<file path="config.mk">
export PLATFORM = sky130hd
export DESIGN_NAME = eth_mac_csr_init_arb_flat
export DESIGN_NICKNAME = d
export VERILOG_FILES = /design/src/rtl/eth_mac_csr_init_arb_if.sv /design/src/rtl/eth_mac_csr_init_arb.sv /design/src/flat_wrapper.sv
export SDC_FILE = /design/constraint.sdc
export NUM_CORES = 1
export LEC_CHECK = 0
export CORE_MARGIN = 10
export CORE_UTILIZATION = 32
export CTS_BUF_LIST = sky130_fd_sc_hd__clkbuf_4 sky130_fd_sc_hd__clkbuf_8
export CTS_CLUSTER_DIAMETER = 120
export DETAILED_ROUTE_END_ITERATION = 6
export PLACE_DENSITY_LB_ADDON = 0.05
export RECOVER_POWER = 100
export SETUP_SLACK_MARGIN = 0.15
export SLEW_MARGIN = 10
export SYNTH_ARGS = -nofsm -noshare
export SYNTH_HDL_FRONTEND = slang
export SYNTH_SLANG_ARGS = --single-unit
</file>
<file path="constraint.sdc">
create_clock -name csr_clk_i -period 2.05 [get_ports csr_clk_i]
set_clock_uncertainty 0.1 [all_clocks]
set_input_delay 0.5125 -clock csr_clk_i [delete_from_list [all_inputs] [get_ports csr_clk_i]]
set_output_delay 0.5125 -clock csr_clk_i [all_outputs]
set_load 0.01 [all_outputs]
</file>
<file path="src/rtl/eth_mac_csr_init_arb_if.sv">
`default_nettype none
// ============================================================================
// eth_mac_csr_init_arb_if: Avalon-MM CSR bus (10-bit word address, 32-bit data).
// Revision: 1.0
// ============================================================================
interface eth_mac_csr_init_arb_if;
  logic        read;
  logic        write;
  logic [9:0]  address;
  logic [31:0] writedata;
  logic [31:0] readdata;
  logic        waitrequest;

  modport master (
    output read, write, address, writedata,
    input  readdata, waitrequest
  );

  modport slave (
    input  read, write, address, writedata,
    output readdata, waitrequest
  );
endinterface
`default_nettype wire

</file>
<file path="src/rtl/eth_mac_csr_init_arb.sv">
`default_nettype none
// ============================================================================
// eth_mac_csr_init_arb: writes a 4-entry CSR table into the 10G MAC after reset
// or init_start, then passes the host CSR port straight through to the MAC.
// Optional readback check of every entry: define CSR_INIT_VERIFY_EN.
// Revision: 1.0
// ============================================================================
module eth_mac_csr_init_arb #(
  parameter logic [9:0]  ADDR0          = 10'h000,
  parameter logic [31:0] DATA0          = 32'h0000_0003,
  parameter logic [9:0]  ADDR1          = 10'h001,
  parameter logic [31:0] DATA1          = 32'd1518,
  parameter logic [9:0]  ADDR2          = 10'h002,
  parameter logic [31:0] DATA2          = 32'd1518,
  parameter logic [9:0]  ADDR3          = 10'h003,
  parameter logic [31:0] DATA3          = 32'h0000_FFFF,
  parameter int          TIMEOUT_CYCLES = 1023
) (
  input  logic                          csr_clk_i,
  input  logic                          csr_rst_i,
  input  logic                          init_start_i,
  output logic                          init_done_o,
  output logic                          init_error_o,
  output logic [1:0]                    err_index_o,
  eth_mac_csr_init_arb_if.slave         host_if,
  eth_mac_csr_init_arb_if.master        mac_if
);

  typedef enum logic [2:0] {
    ST_WR   = 3'd0,
    ST_RD   = 3'd1,
    ST_CMP  = 3'd2,
    ST_NEXT = 3'd3,
    ST_PASS = 3'd4
  } state_e;

  localparam logic [9:0] C_TIMEOUT_LAST = 10'(TIMEOUT_CYCLES - 1);

  state_e      state_q, state_d;
  logic [1:0]  idx_q, idx_d;
  logic [9:0]  tmo_q, tmo_d;
  logic        start_pend_q, start_pend_d;
  logic        wr_q, wr_d;
  logic        rd_q, rd_d;
  logic [9:0]  addr_q, addr_d;
  logic [31:0] wdata_q, wdata_d;
  logic        err_q, err_d;
  logic [1:0]  err_idx_q, err_idx_d;
`ifdef CSR_INIT_VERIFY_EN
  logic [31:0] rdata_q, rdata_d;
`endif

  logic w_pass;
  logic w_start;
  logic w_host_busy;

  function automatic logic [9:0] tbl_addr(input logic [1:0] i);
    logic [9:0] a;
    case (i)
      2'd0:    a = ADDR0;
      2'd1:    a = ADDR1;
      2'd2:    a = ADDR2;
      default: a = ADDR3;
    endcase
    return a;
  endfunction

  function automatic logic [31:0] tbl_data(input logic [1:0] i);
    logic [31:0] d;
    case (i)
      2'd0:    d = DATA0;
      2'd1:    d = DATA1;
      2'd2:    d = DATA2;
      default: d = DATA3;
    endcase
    return d;
  endfunction

  assign w_pass      = (state_q == ST_PASS);
  assign w_start     = start_pend_q | init_start_i;
  assign w_host_busy = host_if.read | host_if.write;

  always_ff @(posedge csr_clk_i or posedge csr_rst_i) begin
    if (csr_rst_i) begin
      state_q      <= ST_WR;
      idx_q        <= 2'd0;
      tmo_q        <= 10'd0;
      start_pend_q <= 1'b0;
      wr_q         <= 1'b0;
      rd_q         <= 1'b0;
      addr_q       <= 10'd0;
      wdata_q      <= 32'd0;
      err_q        <= 1'b0;
      err_idx_q    <= 2'd0;
`ifdef CSR_INIT_VERIFY_EN
      rdata_q      <= 32'd0;
`endif
    end else begin
      state_q      <= state_d;
      idx_q        <= idx_d;
      tmo_q        <= tmo_d;
      start_pend_q <= start_pend_d;
      wr_q         <= wr_d;
      rd_q         <= rd_d;
      addr_q       <= addr_d;
      wdata_q      <= wdata_d;
      err_q        <= err_d;
      err_idx_q    <= err_idx_d;
`ifdef CSR_INIT_VERIFY_EN
      rdata_q      <= rdata_d;
`endif
    end
  end

  always_comb begin
    state_d      = state_q;
    idx_d        = idx_q;
    tmo_d        = tmo_q;
    start_pend_d = start_pend_q | init_start_i;
    wr_d         = wr_q;
    rd_d         = rd_q;
    addr_d       = addr_q;
    wdata_d      = wdata_q;
    err_d        = err_q;
    err_idx_d    = err_idx_q;
`ifdef CSR_INIT_VERIFY_EN
    rdata_d      = rdata_q;
`endif

    case (state_q)
      ST_WR: begin
        // wr_q is only low here straight after reset: issue the first entry
        if (!wr_q) begin
          wr_d    = 1'b1;
          addr_d  = tbl_addr(idx_q);
          wdata_d = tbl_data(idx_q);
          tmo_d   = 10'd0;
        end else if (!mac_if.waitrequest) begin
          wr_d  = 1'b0;
          tmo_d = 10'd0;
`ifdef CSR_INIT_VERIFY_EN
          rd_d    = 1'b1;
          state_d = ST_RD;
`else
          state_d = ST_NEXT;
`endif
        end else if (tmo_q == C_TIMEOUT_LAST) begin
          wr_d    = 1'b0;
          state_d = ST_NEXT;
          if (!err_q) begin
            err_d     = 1'b1;
            err_idx_d = idx_q;
          end
        end else begin
          tmo_d = tmo_q + 10'd1;
        end
      end

`ifdef CSR_INIT_VERIFY_EN
      ST_RD: begin
        if (!mac_if.waitrequest) begin
          rd_d    = 1'b0;
          rdata_d = mac_if.readdata;
          state_d = ST_CMP;
        end else if (tmo_q == C_TIMEOUT_LAST) begin
          rd_d    = 1'b0;
          state_d = ST_NEXT;
          if (!err_q) begin
            err_d     = 1'b1;
            err_idx_d = idx_q;
          end
        end else begin
          tmo_d = tmo_q + 10'd1;
        end
      end

      ST_CMP: begin
        if ((rdata_q != tbl_data(idx_q)) && !err_q) begin
          err_d     = 1'b1;
          err_idx_d = idx_q;
        end
        state_d = ST_NEXT;
      end
`endif

      ST_NEXT: begin
        tmo_d = 10'd0;
        if (w_start) begin
          idx_d        = 2'd0;
          start_pend_d = 1'b0;
          state_d      = ST_WR;
        end else if (idx_q == 2'd3) begin
          idx_d   = 2'd0;
          state_d = ST_PASS;
        end else begin
          idx_d   = idx_q + 2'd1;
          state_d = ST_WR;
        end
        if (state_d == ST_WR) begin
          wr_d    = 1'b1;
          addr_d  = tbl_addr(idx_d);
          wdata_d = tbl_data(idx_d);
        end
      end

      ST_PASS: begin
        tmo_d = 10'd0;
        // Never cut a host transfer short: leave only when idle or completing
        if (w_start && (!w_host_busy || !mac_if.waitrequest)) begin
          state_d      = ST_WR;
          idx_d        = 2'd0;
          start_pend_d = 1'b0;
          wr_d         = 1'b1;
          addr_d       = tbl_addr(2'd0);
          wdata_d      = tbl_data(2'd0);
          err_d        = 1'b0;
          err_idx_d    = 2'd0;
        end
      end

      default: begin
        state_d = ST_NEXT;
        wr_d    = 1'b0;
        rd_d    = 1'b0;
      end
    endcase
  end

  assign mac_if.read         = w_pass ? host_if.read      : rd_q;
  assign mac_if.write        = w_pass ? host_if.write     : wr_q;
  assign mac_if.address      = w_pass ? host_if.address   : addr_q;
  assign mac_if.writedata    = w_pass ? host_if.writedata : wdata_q;
  assign host_if.readdata    = w_pass ? mac_if.readdata    : 32'd0;
  assign host_if.waitrequest = w_pass ? mac_if.waitrequest : 1'b1;

  assign init_done_o  = w_pass;
  assign init_error_o = err_q;
  assign err_index_o  = err_idx_q;

endmodule
`default_nettype wire

</file>
<file path="src/flat_wrapper.sv">
// flat-port wrapper written by rule: the top's interface ports become plain ports
module eth_mac_csr_init_arb_flat 
#(
  parameter logic [9:0]  ADDR0          = 10'h000,
  parameter logic [31:0] DATA0          = 32'h0000_0003,
  parameter logic [9:0]  ADDR1          = 10'h001,
  parameter logic [31:0] DATA1          = 32'd1518,
  parameter logic [9:0]  ADDR2          = 10'h002,
  parameter logic [31:0] DATA2          = 32'd1518,
  parameter logic [9:0]  ADDR3          = 10'h003,
  parameter logic [31:0] DATA3          = 32'h0000_FFFF,
  parameter int          TIMEOUT_CYCLES = 1023
)
  (csr_clk_i, csr_rst_i, init_start_i, init_done_o, init_error_o, err_index_o, host_if_read, host_if_write, host_if_address, host_if_writedata, host_if_readdata, host_if_waitrequest, mac_if_read, mac_if_write, mac_if_address, mac_if_writedata, mac_if_readdata, mac_if_waitrequest);
  eth_mac_csr_init_arb_if host_if_i ();
  eth_mac_csr_init_arb_if mac_if_i ();
  input  logic csr_clk_i;
  input  logic csr_rst_i;
  input  logic init_start_i;
  output logic init_done_o;
  output logic init_error_o;
  output logic [1:0] err_index_o;
  input wire logic [$bits(host_if_i.read)-1:0] host_if_read;
  input wire logic [$bits(host_if_i.write)-1:0] host_if_write;
  input wire logic [$bits(host_if_i.address)-1:0] host_if_address;
  input wire logic [$bits(host_if_i.writedata)-1:0] host_if_writedata;
  output wire logic [$bits(host_if_i.readdata)-1:0] host_if_readdata;
  output wire logic [$bits(host_if_i.waitrequest)-1:0] host_if_waitrequest;
  output wire logic [$bits(mac_if_i.read)-1:0] mac_if_read;
  output wire logic [$bits(mac_if_i.write)-1:0] mac_if_write;
  output wire logic [$bits(mac_if_i.address)-1:0] mac_if_address;
  output wire logic [$bits(mac_if_i.writedata)-1:0] mac_if_writedata;
  input wire logic [$bits(mac_if_i.readdata)-1:0] mac_if_readdata;
  input wire logic [$bits(mac_if_i.waitrequest)-1:0] mac_if_waitrequest;
  assign host_if_i.read = host_if_read;
  assign host_if_i.write = host_if_write;
  assign host_if_i.address = host_if_address;
  assign host_if_i.writedata = host_if_writedata;
  assign host_if_readdata = host_if_i.readdata;
  assign host_if_waitrequest = host_if_i.waitrequest;
  assign mac_if_read = mac_if_i.read;
  assign mac_if_write = mac_if_i.write;
  assign mac_if_address = mac_if_i.address;
  assign mac_if_writedata = mac_if_i.writedata;
  assign mac_if_i.readdata = mac_if_readdata;
  assign mac_if_i.waitrequest = mac_if_waitrequest;
  eth_mac_csr_init_arb #(.ADDR0(ADDR0), .DATA0(DATA0), .ADDR1(ADDR1), .DATA1(DATA1), .ADDR2(ADDR2), .DATA2(DATA2), .ADDR3(ADDR3), .DATA3(DATA3), .TIMEOUT_CYCLES(TIMEOUT_CYCLES)) u_core (.csr_clk_i(csr_clk_i), .csr_rst_i(csr_rst_i), .init_start_i(init_start_i), .init_done_o(init_done_o), .init_error_o(init_error_o), .err_index_o(err_index_o), .host_if(host_if_i), .mac_if(mac_if_i));
endmodule
</file>
After elaboration in Yosys (flattened, before gate mapping)
Cells that the tools add are included.

word-level totals
  output and inout bits = 81
  flip-flop bits (word level) = 62
  input port bits = 80

cells by class
  add/sub/neg operators = 2
  reduce and logical (&&, ||, !) cells = 22
  bitwise gates (word level) = 2
  equality and inequality tests = 17
  muxes and demuxes = 53

operators by type and width
  operator                                                                count
  32-bit 2-to-1 mux                                                       5
  32-bit one-hot mux with 3 select lines                                  1
  10-bit 2-to-1 mux                                                       7
  16-bit one-hot mux with 2 select lines                                  2
  10-bit one-hot mux with 3 select lines                                  1
  3-bit 2-to-1 mux                                                        7
  10-bit one-hot mux with 2 select lines                                  1
  2-bit 2-to-1 mux                                                        8
  1-bit 2-to-1 mux                                                        13
  2-bit one-hot mux with 3 select lines                                   2
  10-bit by 1-bit adder with 10-bit output (second input constant)        1
  10-bit equality test (second input constant)                            1
  3-bit one-hot mux with 3 select lines                                   1
  2-bit != test (second input constant)                                   4
  2-bit one-hot mux with 2 select lines                                   2
  2-bit equality test (second input constant)                             3
  3-bit logical NOT                                                       2
  2-bit by 1-bit != test with 1-bit output (second input constant)        3
  2-bit AND reduction                                                     3
  6-bit AND reduction                                                     1
  2-bit nonzero test                                                      3
  2-bit OR reduction                                                      3
  5-bit AND reduction                                                     1
  2-bit by 1-bit equality test with 1-bit output (second input constant)  2
  other kinds (15)                                                        19

Logic depth before layout (Yosys ltp)
  depth after elaboration = 9
  gate-level depth with buffers = 8
  mapped depth without buffers = 8

Worst setup path after synthesis
OpenSTA, ideal clock, no wires.

  path type = register -> output
  start = reg u_core.state_q[1]
  end = out host_if_readdata[28]
  cell stages (with the launch flop) = 7
  setup slack = -296 ps
  data required time = 1437 ps
  data arrival time = 1734 ps
  buffers on the path = 3
  cells stage by stage = dfrtp_1 -> inv_1 -> ha_1 -> clkbuf_1 -> buf_1 -> clkbuf_1 -> and2_1

between the ends
  cells in the longest elaborated chain, start to end = 2

RTL lines
  what                      line                         text
  start: declaration        eth_mac_csr_init_arb.sv:39   state_e state_q, state_d;
  start signal: assignment  eth_mac_csr_init_arb.sv:99   state_q <= state_d;
  3-bit equality test       eth_mac_csr_init_arb.sv:79   assign w_pass = (state_q == ST_PASS);
  via init_done_o           flat_wrapper.sv:20           output logic init_done_o;
  32-bit 2-to-1 mux         eth_mac_csr_init_arb.sv:233  assign host_if.readdata = w_pass ? mac_if.readdata : 32'd0;
  end: declaration          flat_wrapper.sv:27           output wire logic [$bits(host_if_i.readdata)-1:0] host_if_readdata;

The timed path passes the listed nets, and every way through them passes these cells.

Worst setup path in the final report
  start = reg u_core.state_q[1]
  end = out mac_if_address[1]

between the ends
  cells in the longest elaborated chain, start to end = 2

RTL lines
  what                 line                         text
  3-bit equality test  eth_mac_csr_init_arb.sv:79
  10-bit 2-to-1 mux    eth_mac_csr_init_arb.sv:231  assign mac_if.address = w_pass ? host_if.address : addr_q;
  end: declaration     flat_wrapper.sv:31           output wire logic [$bits(mac_if_i.address)-1:0] mac_if_address;

No other way between the ends.

==> metrics.md <==
| Metric | Value |
|---|---|
| Outcome | finished with violations |
| Violated checks | negative setup slack |
| Share of layout cells above drive strength 1 | 51.4% |
| Crit Path Max Fanout | 6 |
| H-tree depth | 1 |
| Crit share post-route | 109% |
| Async SR Flop Fraction | 100% |
| Post-Synth XOR/XNOR Area | 0% |
| Average wire per standard cell | ~20 µm |
| Via-to-Cell Ratio | 4.98 |
| First-pass GRT wire length | 15500 µm |
| CTS Sinks | 25 |
| Hold endpoint | u_core.wdata_q[1] |
| Die Y | 102 µm |
| Vias in the first global route | around 2700 |
| Worst r2r src | u_core.state_q[2] |
| Total gr overflow | 0 |
| Combinational family with the most area after synthesis | simple AND/OR/NAND/NOR gates |
| Row count | 29 |
| Area growth syn-to-layout | 131% |
| GPL Wtd Cong | 0.846 |
| Fmax | 0.449 GHz |
| Synth Area in Adders | 7.60% |
| Post-Place Cells | about 530 |
| Finish-stage setup viols | 75 |
| Relative slew margins | 56.5% |
| Slew Viols, Final | 0 |
| Drt total wl | 11400 µm |
| Cell count of the worst hold path | 1 |
| # fillers | about 460 |
| Post-synthesis mux area share | roughly 7.6% |
| Post-route ant nets | 0 |
| Register area share after synthesis | 29.2% |
| Synthesized area | around 2100 µm² |
| Pre-antenna DRT Iters | 5 |
| R2r worst-path depth | 8 |
| Met2 wire len | about 6500 µm |
| Clk root buf | clkbuf_8 |
| Syn. warnings | 0 |
| Clock buffer count from CTS | 3 |
| Chip width | 102 µm |
| Hold_ws | roughly 0.39 ns |
| Peak supply drop | just over 0.7 mV |
| CTS tree | done |
| Critical R2R Capture | u_core.addr_q[1] |
| Initial antenna violation count | 0 |
| Post-route minimum period | 2.23 ns |
| R2R Setup Slk | -0.14 ns |
| DPL Wire Length | 8270 µm |
| Setup TNS | -6.97 ns |
| RSZ-0062 raised after global routing | true |
| Total power | 2.87 mW |
| EDFF count, synth | 0 |
| Post-place instance area | 4100 µm² |
| Uppermost layer routed | met4 |
| CP arrival | 1.61 ns |
| Place WS | -0.296 ns |
| Worst EP required | between 1 and 1.5 ns |
| Max-Cap Viols | 0 |
| Die Area | ~10000 µm² |
| Metal3 WL | 655 µm |
| Number of inserted diodes | 0 |
| GR Util All Layers | 19.3% |
| Syn Inst Count | 269 |
| Synth Flop Type | dfrtp_1 |
| Vias | around 2800 |
| Critical path class | flop to output port |
| Min-delay src | u_core.wdata_q[1] |
| I/O Buffers | 160 |
| Drc violations | 0 |
| Largest net degree at the start of global routing | 26 |
| Register area | 627 µm² |
| Setup crit start kind | flop |
| Boundary Pins | 161 |
| Static leakage | around 2.4 nW |
| Mean Syn Cell Area | 7.96 µm² |
| Hold WC Path Type | flop to flop |
| Pwr dens | 579 nW/µm² |
| Endpoints failing hold | 0 |
| Synth Area in Simple Gates | 34.8% |
| Worst-margin pin slew | 0.652 ns |
| Syn Nets | 362 |
| Final WS setup | -0.176 ns |
| Clock transition at path regs | approximately 0.080 ns |
| Total Nets Final | ~580 |
| Synth unique cells | 39 |
| Post-route cell area | 4950 µm² |
| Final core occ | roughly 77% |
| Clk Latency, worst-skew pair | about 0.28 ns |
| Initial Util | 33.3% |
| Final Non-Filler Cells | 561 |
| Clock buffer depth | 2 |
| Crit. End Element | output port |
| Core area | approximately 6400 µm² |
| Compound-Gate Fraction of Synth Area | roughly 15% |
| Multi-input logic area | 1790 µm² |
| Metal-1 WL | 4030 µm |
| FF+latch count, synth | 25 |
| Initial DRC Count | 98 |
## Yosys cell counts (3+ instances only)
master     n  area (µm²)
and3_1     4        25.0
o21ai_0   19        95.1
ha_1      13         163
inv_1     16        60.1
buf_2      3        15.0
nand2_1   40         150
and2_1    59         369
dfrtp_1   25         626
nand3_1    6        30.0
nor4_1     3        18.8
o31ai_1    5        37.5
a21oi_1    7        35.0
o41ai_1    3        26.3
mux2i_1    5        50.1
nor2_1     8        30.0
nor2b_1    3        18.8
mux2_2    10         113
clkbuf_1  11        41.3
## flip-flops by register name, indices dropped and copies added (netlist names)
signal / flops
u_core.tmo_q: 10
u_core.err_index_o: 2
u_core.init_error_o: 1
u_core.idx_q: 2
u_core.wdata_q: 4
u_core.wr_q: 1
u_core.addr_q: 2
u_core.start_pend_q: 1
u_core.state_q: 2
## routing by layer
| metal | track usage [%] | vias to the layer above |
|---|---|---|
| met1 | 20.1 | 1344 |
| met5 | 0 | - |
| met4 | 5.39 | 0 |
| met3 | 4.70 | 17 |
| li1 | - | 1346 |
| met2 | 37.1 | 89 |
## power breakdown
part	switching, mW	total [mW]	internal [mW]	leakage (nW)
clock network	0.165	0.318	0.153	0.0262
logic	0.805	1.85	1.04	2.08
registers	0.101	0.701	0.600	0.317
total	1.07	2.87	1.79	2.42
## placed cells by master, fill, tap and decap left out, types with 4 or more instances in the layout
master,netlist,routed
clkdlybuf4s50_1,0,78
buf_6,0,74
and2_4,0,42
buf_4,0,41
dfrtp_1,25,24
nand2_1,40,18
and2_1,59,17
buf_2,3,15
nand2_2,0,14
inv_1,16,13
o21ai_1,0,11
ha_1,13,9
nor2_1,8,7
mux2_4,0,7
a21oi_1,7,6
o21ai_0,19,6
nand2_4,0,6
and3_1,4,4
nand3_1,6,4
mux2i_1,5,4
## final cells by class
type	instances	share of cell area (%)
sequential	25	12.7
tap	77	1.95
timing repair buffer	226	46.7
multi-input combinational	213	36.3
clock buffer	4	0.986
inverter	16	1.42
## critical path, stage by stage (launching register included)
cell and delay [ns]:
dfrtp_1 0.40, inv_2 0.08, ha_4 0.19, buf_8 0.14, buf_6 0.11, mux2_4 0.30, buf_6 0.12
## repair_timing
item                                    CTS  global route
gates cloned                              4             4
setup buffers                            18             3
resized for setup                       455            89
endpoints found under the setup margin   96           104
hold buffers                              0             0
pin swaps                                 5            14
## cell families after synthesis
| kind of cell | count (synthesis) |
|---|---|
| flops | 25 |
| compound gates | 50 |
| fa+ha+maj | 13 |
| buf+inv | 31 |
| mux | 15 |
| simple gates | 135 |
## worst max path at each step
stage,to,start,slack [ns]
4_1_cts,mac_if_address[1],u_core.state_q[1],-0.18
3_3_place_gp,mac_if_read,host_if_read,-0.28
3_5_place_dp,mac_if_writedata[0],u_core.state_q[1],-0.30
2_1_floorplan,mac_if_writedata[1],u_core.state_q[1],0.13
5_1_grt,mac_if_writedata[0],u_core.state_q[1],-0.24
6_report,mac_if_address[1],u_core.state_q[1],-0.18
(Power assumes the default switching activity.)
